--- src/rtl/uart_arb_pkg.sv ---
// Shared definitions for the UART transmit arbiter: FSM encoding and defaults.
package uart_arb_pkg;

  typedef enum logic [1:0] {
    IDLE = 2'd0,
    LOAD = 2'd1,
    SEND = 2'd2,
    GAP  = 2'd3
  } arb_state_e;

  localparam int DEFAULT_TIMEOUT_CLKS = 65536;

endpackage

--- src/rtl/uart_rr_pick.sv ---
// Combinational round-robin picker: one-hot select of the first valid
// requester at or after the pointer, wrapping around.
module uart_rr_pick #(
  parameter int NUM_REQ = 4
) (
  input  logic [NUM_REQ-1:0]         valid_i,
  input  logic [$clog2(NUM_REQ)-1:0] ptr_i,
  output logic [NUM_REQ-1:0]         grant_o
);

  logic [NUM_REQ-1:0] valid_rot;
  logic [NUM_REQ-1:0] pick_rot;

  // Rotate so the pointer sits at bit 0, isolate the lowest set bit, rotate back.
  always_comb begin
    valid_rot = NUM_REQ'({valid_i, valid_i} >> ptr_i);
    pick_rot  = valid_rot & (~valid_rot + NUM_REQ'(1));
    grant_o   = NUM_REQ'(({pick_rot, pick_rot} << ptr_i) >> NUM_REQ);
  end

endmodule

--- src/rtl/uart_tx_arbiter.sv ---
// Packet-locked round-robin arbiter sharing one UART transmitter among
// NUM_REQ byte-stream requesters, with a stall/frame timeout.
module uart_tx_arbiter
  import uart_arb_pkg::*;
#(
  parameter int NUM_REQ      = 4,
  parameter int GAP_CLKS     = 0,
  parameter int TIMEOUT_CLKS = DEFAULT_TIMEOUT_CLKS
) (
  input  logic                 Clk,
  input  logic                 reset,
  input  logic [NUM_REQ-1:0]   Req_Valid,
  input  logic [NUM_REQ-1:0]   Req_Last,
  input  logic [8*NUM_REQ-1:0] Req_Data,
  output logic [NUM_REQ-1:0]   Req_Ready,
  output logic [NUM_REQ-1:0]   Grant,
  output logic                 Tx_EN,
  output logic [7:0]           Tx_Data,
  input  logic                 Tx_Done,
  output logic                 Busy,
  output logic                 Timeout_Err
);

  localparam int PW = $clog2(NUM_REQ);
  localparam int GW = (GAP_CLKS > 0) ? $clog2(GAP_CLKS + 1) : 1;

  arb_state_e         state_q, state_d;
  logic [NUM_REQ-1:0] grant_q, grant_d;
  logic [NUM_REQ-1:0] ready_q, ready_d;
  logic [PW-1:0]      own_q, own_d;
  logic [PW-1:0]      ptr_q, ptr_d;
  logic               last_q, last_d;
  logic               tx_en_q, tx_en_d;
  logic [7:0]         tx_data_q, tx_data_d;
  logic               busy_q, busy_d;
  logic               tmo_err_q, tmo_err_d;
  logic [31:0]        tmo_cnt_q, tmo_cnt_d;
  logic [GW-1:0]      gap_cnt_q, gap_cnt_d;

  logic [NUM_REQ-1:0] pick;
  logic [PW-1:0]      pick_idx;
  logic [7:0]         req_byte [NUM_REQ];
  logic               tmo_hit;
  logic               gap_done;

  // Slice the packed data bus into one byte per requester.
  for (genvar gi = 0; gi < NUM_REQ; gi++) begin : g_bytes
    assign req_byte[gi] = Req_Data[8*gi +: 8];
  end

  uart_rr_pick #(.NUM_REQ(NUM_REQ)) u_pick (
    .valid_i (Req_Valid),
    .ptr_i   (ptr_q),
    .grant_o (pick)
  );

  // Encode the one-hot pick into the owner index kept while the grant is held.
  always_comb begin
    pick_idx = '0;
    for (int i = 0; i < NUM_REQ; i++) begin
      if (pick[i]) pick_idx = PW'(i);
    end
  end

  assign tmo_hit  = (tmo_cnt_q == 32'(TIMEOUT_CLKS - 1));
  assign gap_done = (gap_cnt_q == GW'(GAP_CLKS));

  // Next-state and registered-output logic for the arbitration FSM.
  always_comb begin
    state_d   = state_q;
    grant_d   = grant_q;
    ready_d   = '0;
    own_d     = own_q;
    ptr_d     = ptr_q;
    last_d    = last_q;
    tx_en_d   = tx_en_q;
    tx_data_d = tx_data_q;
    tmo_err_d = 1'b0;
    tmo_cnt_d = tmo_cnt_q;
    gap_cnt_d = gap_cnt_q;

    unique case (state_q)
      IDLE: begin
        if (|Req_Valid) begin
          grant_d   = pick;
          own_d     = pick_idx;
          tmo_cnt_d = '0;
          state_d   = LOAD;
        end
      end
      LOAD: begin
        if (Req_Valid[own_q]) begin
          tx_data_d      = req_byte[own_q];
          last_d         = Req_Last[own_q];
          ready_d[own_q] = 1'b1;
          tx_en_d        = 1'b1;
          tmo_cnt_d      = '0;
          state_d        = SEND;
        end else if (tmo_hit) begin
          tmo_err_d = 1'b1;
          grant_d   = '0;
          ptr_d     = (own_q == PW'(NUM_REQ - 1)) ? '0 : own_q + PW'(1);
          state_d   = IDLE;
        end else begin
          tmo_cnt_d = tmo_cnt_q + 32'd1;
        end
      end
      SEND: begin
        // A done pulse on the terminal-count cycle still counts as success.
        if (Tx_Done) begin
          tx_en_d   = 1'b0;
          gap_cnt_d = '0;
          state_d   = GAP;
        end else if (tmo_hit) begin
          tmo_err_d = 1'b1;
          tx_en_d   = 1'b0;
          grant_d   = '0;
          ptr_d     = (own_q == PW'(NUM_REQ - 1)) ? '0 : own_q + PW'(1);
          state_d   = IDLE;
        end else begin
          tmo_cnt_d = tmo_cnt_q + 32'd1;
        end
      end
      GAP: begin
        // The final gap cycle takes a byte that is already waiting, so the
        // next frame starts without an extra LOAD bubble.
        if (!gap_done) begin
          gap_cnt_d = gap_cnt_q + GW'(1);
        end else if (last_q) begin
          grant_d = '0;
          ptr_d   = (own_q == PW'(NUM_REQ - 1)) ? '0 : own_q + PW'(1);
          state_d = IDLE;
        end else if (Req_Valid[own_q]) begin
          tx_data_d      = req_byte[own_q];
          last_d         = Req_Last[own_q];
          ready_d[own_q] = 1'b1;
          tx_en_d        = 1'b1;
          tmo_cnt_d      = '0;
          state_d        = SEND;
        end else begin
          tmo_cnt_d = '0;
          state_d   = LOAD;
        end
      end
      default: begin
        grant_d = '0;
        tx_en_d = 1'b0;
        state_d = IDLE;
      end
    endcase

    busy_d = (state_d != IDLE);
  end

  // State and output registers; reset clears everything immediately.
  always_ff @(posedge Clk or negedge reset) begin
    if (!reset) begin
      state_q   <= IDLE;
      grant_q   <= '0;
      ready_q   <= '0;
      own_q     <= '0;
      ptr_q     <= '0;
      last_q    <= 1'b0;
      tx_en_q   <= 1'b0;
      tx_data_q <= 8'h00;
      busy_q    <= 1'b0;
      tmo_err_q <= 1'b0;
      tmo_cnt_q <= '0;
      gap_cnt_q <= '0;
    end else begin
      state_q   <= state_d;
      grant_q   <= grant_d;
      ready_q   <= ready_d;
      own_q     <= own_d;
      ptr_q     <= ptr_d;
      last_q    <= last_d;
      tx_en_q   <= tx_en_d;
      tx_data_q <= tx_data_d;
      busy_q    <= busy_d;
      tmo_err_q <= tmo_err_d;
      tmo_cnt_q <= tmo_cnt_d;
      gap_cnt_q <= gap_cnt_d;
    end
  end

  assign Req_Ready   = ready_q;
  assign Grant       = grant_q;
  assign Tx_EN       = tx_en_q;
  assign Tx_Data     = tx_data_q;
  assign Busy        = busy_q;
  assign Timeout_Err = tmo_err_q;

endmodule

--- config.mk ---
export PLATFORM = sky130hd
export DESIGN_NAME = uart_tx_arbiter
export DESIGN_NICKNAME = d
export VERILOG_FILES = /design/src/rtl/uart_arb_pkg.sv /design/src/rtl/uart_rr_pick.sv /design/src/rtl/uart_tx_arbiter.sv
export SDC_FILE = /design/constraint.sdc
export NUM_CORES = 1
export LEC_CHECK = 0
export ABC_AREA = 1
export BUFFER_PORTS_ARGS = -buffer_cell sky130_fd_sc_hd__buf_2
export CORE_MARGIN = 1
export CORE_UTILIZATION = 60
export DETAILED_ROUTE_END_ITERATION = 12
export PLACE_DENSITY = 0.88
export SKIP_LAST_GASP = 1
export SLEW_MARGIN = 15
export SYNTH_ARGS = -nofsm -noshare
export SYNTH_HDL_FRONTEND = slang
export SYNTH_SLANG_ARGS = --single-unit
--- constraint.sdc ---
create_clock -name Clk -period 3.1 [get_ports Clk]
set_input_delay 0.31 -clock Clk [delete_from_list [all_inputs] [get_ports Clk]]
set_output_delay 0.31 -clock Clk [all_outputs]
set_load 0.005 [all_outputs]
==> flow_summary.toml <==
[floorplanning]
core_um2 = 6460
die_h_um = 84.3
die_w_um = 84.3
rows = 29
io-pin-count = 62
dieArea_um2 = 7110
initial_core_util_pct = 62.9

[sta]
worst_slack_ps = 666
max_freq_ghz = 0.411
setup_viol = 0
slew_headroom_pct = 54.6
period_needed_ps = 2430
grt_setup_unrepaired = "false"
tns_ps = 0
hold_viol_final = 15
timing.final.crit_share_pct = 78.5
slew_viol_final = 0
finClkSkew_ps = 10.3
holdWs_ps = -5.63
worst_pin_slew_ps = 681

[worst_setup_path]
start_kind = "register"
crit_slowest_cell = "dfrtp_1"
path_cells = "inv_1 -> ha_1 -> nand2_1 -> nand3_2 -> inv_1 -> nand2_1 -> inv_1 -> nor2_1 -> nand2_1 -> inv_1"
path_delay_family = "buffers and inverters"
cp_max_fo = 11
worst-endpoint-arrival_ps = 2680
cp_common_cell = "inv_1"
required_ps = 3350
path_buf_inv = 4
criticalPathCategory = "register to register"
cp-end-kind = "register"
critPathMaxStageDelay_ps = 430
reg2reg_slack_ps = 670

[route]
wl_per_cell_um = 14.4
drc = 0
vias_per_cell = 5.72
ant_nets = 0
drtIter0Drc = 260
num_vias = 4257
drt-pass1-iter-count = 5
drt-total-wl_um = 10700

[logic_synthesis]
synthTopCellsByCount = "nand2_1, nor2_1, inv_1, nand3_1, dfrtp_1"
synth_top_area_share_pct = 35.7
synth_compound_area_share_pct = 8.50
synth_top_family_by_area = "simple AND/OR/NAND/NOR gates"
synth.most_common_cell = "nand2_1"
synth_adder_area_share_pct = 3.08
ys_ff_latch = 58
yosysTopAreaCell = "dfrtp_1"
synth-xor-area-share_pct = 0.431
yosysSeqAreaShare_pct = 35.7
synth.distinct_cells = 41
synth_edf_count = 0
synthSimpleGateAreaFrac_pct = 42.1
syn_area_um2 = 4060
synth-main-ff-cell = "dfrtp_1"
ys_warn_count = 0
syn_nets = 655
synthArstFlopShare_pct = 100
syn_area_per_cell_um2 = 6.75
synth.area.top_cells = "dfrtp_1, nand2_1, nor2_1, nand3_1, inv_1"
netlist_instances = 602
synthMuxAreaShare_pct = 2.22

[clock_network]
ctsRootBufferMaster = "clkbuf_8"
cts_tree = "yes"
clock-sinks = 58
post_cts_resized = 0
postCtsSetupBuffers = 0
clock_path_buffers = 2
cts_buffers = 9
holdBufCountCts = 0
htree_num_levels = 3
clock_latency_ps = 350
clk_pin_slew_ps = 70

[run_status]
violations = "hold timing"
status = "finished, violations left"

[power]
p_switching_uw = 1700
power_leakage_uw = 0.00221
ir_drop_uv = 562
p_clk_share_pct = 16.5
combPwrFrac_pct = 53.4
pwr-share-seq_pct = 30.1
p_sw_share_pct = 48.1
intPower_uw = 1840
power_density_nw_per_um2 = 773

[final_layout]
nets = 716
drive_gt1_share_pct = 16.9
diodes = 0
fillerInstances = 552
synthToLayoutAreaGrowth_pct = 12.5

[job]
drv_cap = 0

[grt]
grt_pass1_vias = 4321
track_usage_pct = 33.0
grt_start_max_net_pins = 31
antenna_found_initial = 0
grt_overflow = 0
grt_pass1_wl_um = 18600

[placement]
place_ws_ps = 732
hpwl_um = 8130
portBuffers = 61
gp_congestion = 0.985

[worst_hold_path]
hold_class = "primary input to async pin"
==> power groups by stage <==
| stage | combinational, µW | clock [µW] | sequential [µW] |
|---|---|---|---|
| after floorplan | 1430 | 0 | 1020 |
| after global placement | 1780 | 0 | 1060 |
| after detailed placement | 1860 | 0 | 1070 |
| after CTS | 1870 | 591 | 1060 |
| after global routing | 2120 | 625 | 1080 |
| final | 1890 | 584 | 1060 |
==> worst reg2reg max path: cells and delay by family (launching register included) <==
kind | cells | cell delay (ps)
simple gates | 5 | 740
buf+inv | 4 | 850
flops | 1 | 430
fa+ha+maj | 1 | 320
==> worst paths after layout <==
| path | cells past startpoint | start | endpoint |
|---|---|---|---|
| worst max register to register | 10 | state_q[0]$_DFF_PN0_ | tmo_cnt_q[6]$_DFFE_PN0P_ |
| worst max-delay path | 10 | state_q[0]$_DFF_PN0_ | tmo_cnt_q[6]$_DFFE_PN0P_ |
| worst min register to register | 2 | Grant[3]$_DFFE_PN0P_ | Grant[3]$_DFFE_PN0P_ |
| worst min-delay path | 1 | reset | tmo_cnt_q[8]$_DFFE_PN0P_ |
| max in group asynchronous | 2 | reset | tmo_cnt_q[20]$_DFFE_PN0P_ |
| min in group Clk | 3 | Tx_Done | Timeout_Err$_DFF_PN0_ |
==> per-layer routing <==
layer	vias to the layer above	track usage, %	routed length [µm]
li1	2077	-	-
met1	1966	38.7	4420
met2	174	55.8	5280
met3	40	7.08	696
met4	0	19.6	359
met5	-	0	0
==> through the flow <==
stage               instances  power (µW)  utilization [%]  hold slack (ps)  instance area, µm²
floorplan                 602        2450                -             14.4                4060
global placement          729        2840             68.4              362                4420
detailed placement        729        2930             68.4              380                4420
CTS                       744        3520             70.8             5.77                4570
global route              744        3830             70.8             35.2                4570
finish                    744        3530             70.8            -5.63                4570
==> logic make-up after synthesis <==
family	Yosys count
muxes	8
DFF	58
AOI/OAI and AO/OA	60
buffers and inverters	80
adders and majority gates	10
and+or+nand+nor	384
xor gates and xnor gates	2
==> sequential cells by signal, summed over array words and instances (netlist names) <==
register,cells
Tx_EN,1
last_q,1
Busy,1
own_q,2
Grant,4
tmo_cnt_q,32
Req_Ready,4
ptr_q,2
state_q,2
Tx_Data,8
Timeout_Err,1
==> cell type report <==
cell class / instances / area, µm² / area share [%]
Timing Repair Buffer: 66 / 343 / 7.50
Clock inverter: 3 / 17.5 / 0.383
Tap cell: 77 / 96.3 / 2.11
Clock buffer: 12 / 135 / 2.95
Multi-Input combinational cell: 464 / 2290 / 50.1
Inverter: 64 / 240 / 5.25
Sequential cell: 58 / 1450 / 31.7
==> cells in the final DEF, fill, tap and decap left out, types with 3 or more instances in the layout <==
cell type  count
o22ai_1        9
nand3_2        3
buf_4          5
nor2_1        98
o21ai_1        4
nand4_1       21
nand3_1       61
mux2_2         8
buf_2         61
nor2_2         4
nor2_4         4
inv_1         61
ha_1          10
clkbuf_8       9
clkbuf_1       3
nor3_1         7
nand2_1      172
o21ai_0       29
a21oi_1        7
nand2_2        5
dfrtp_1       58
No activity file was read; power rests on OpenSTA's default activity.
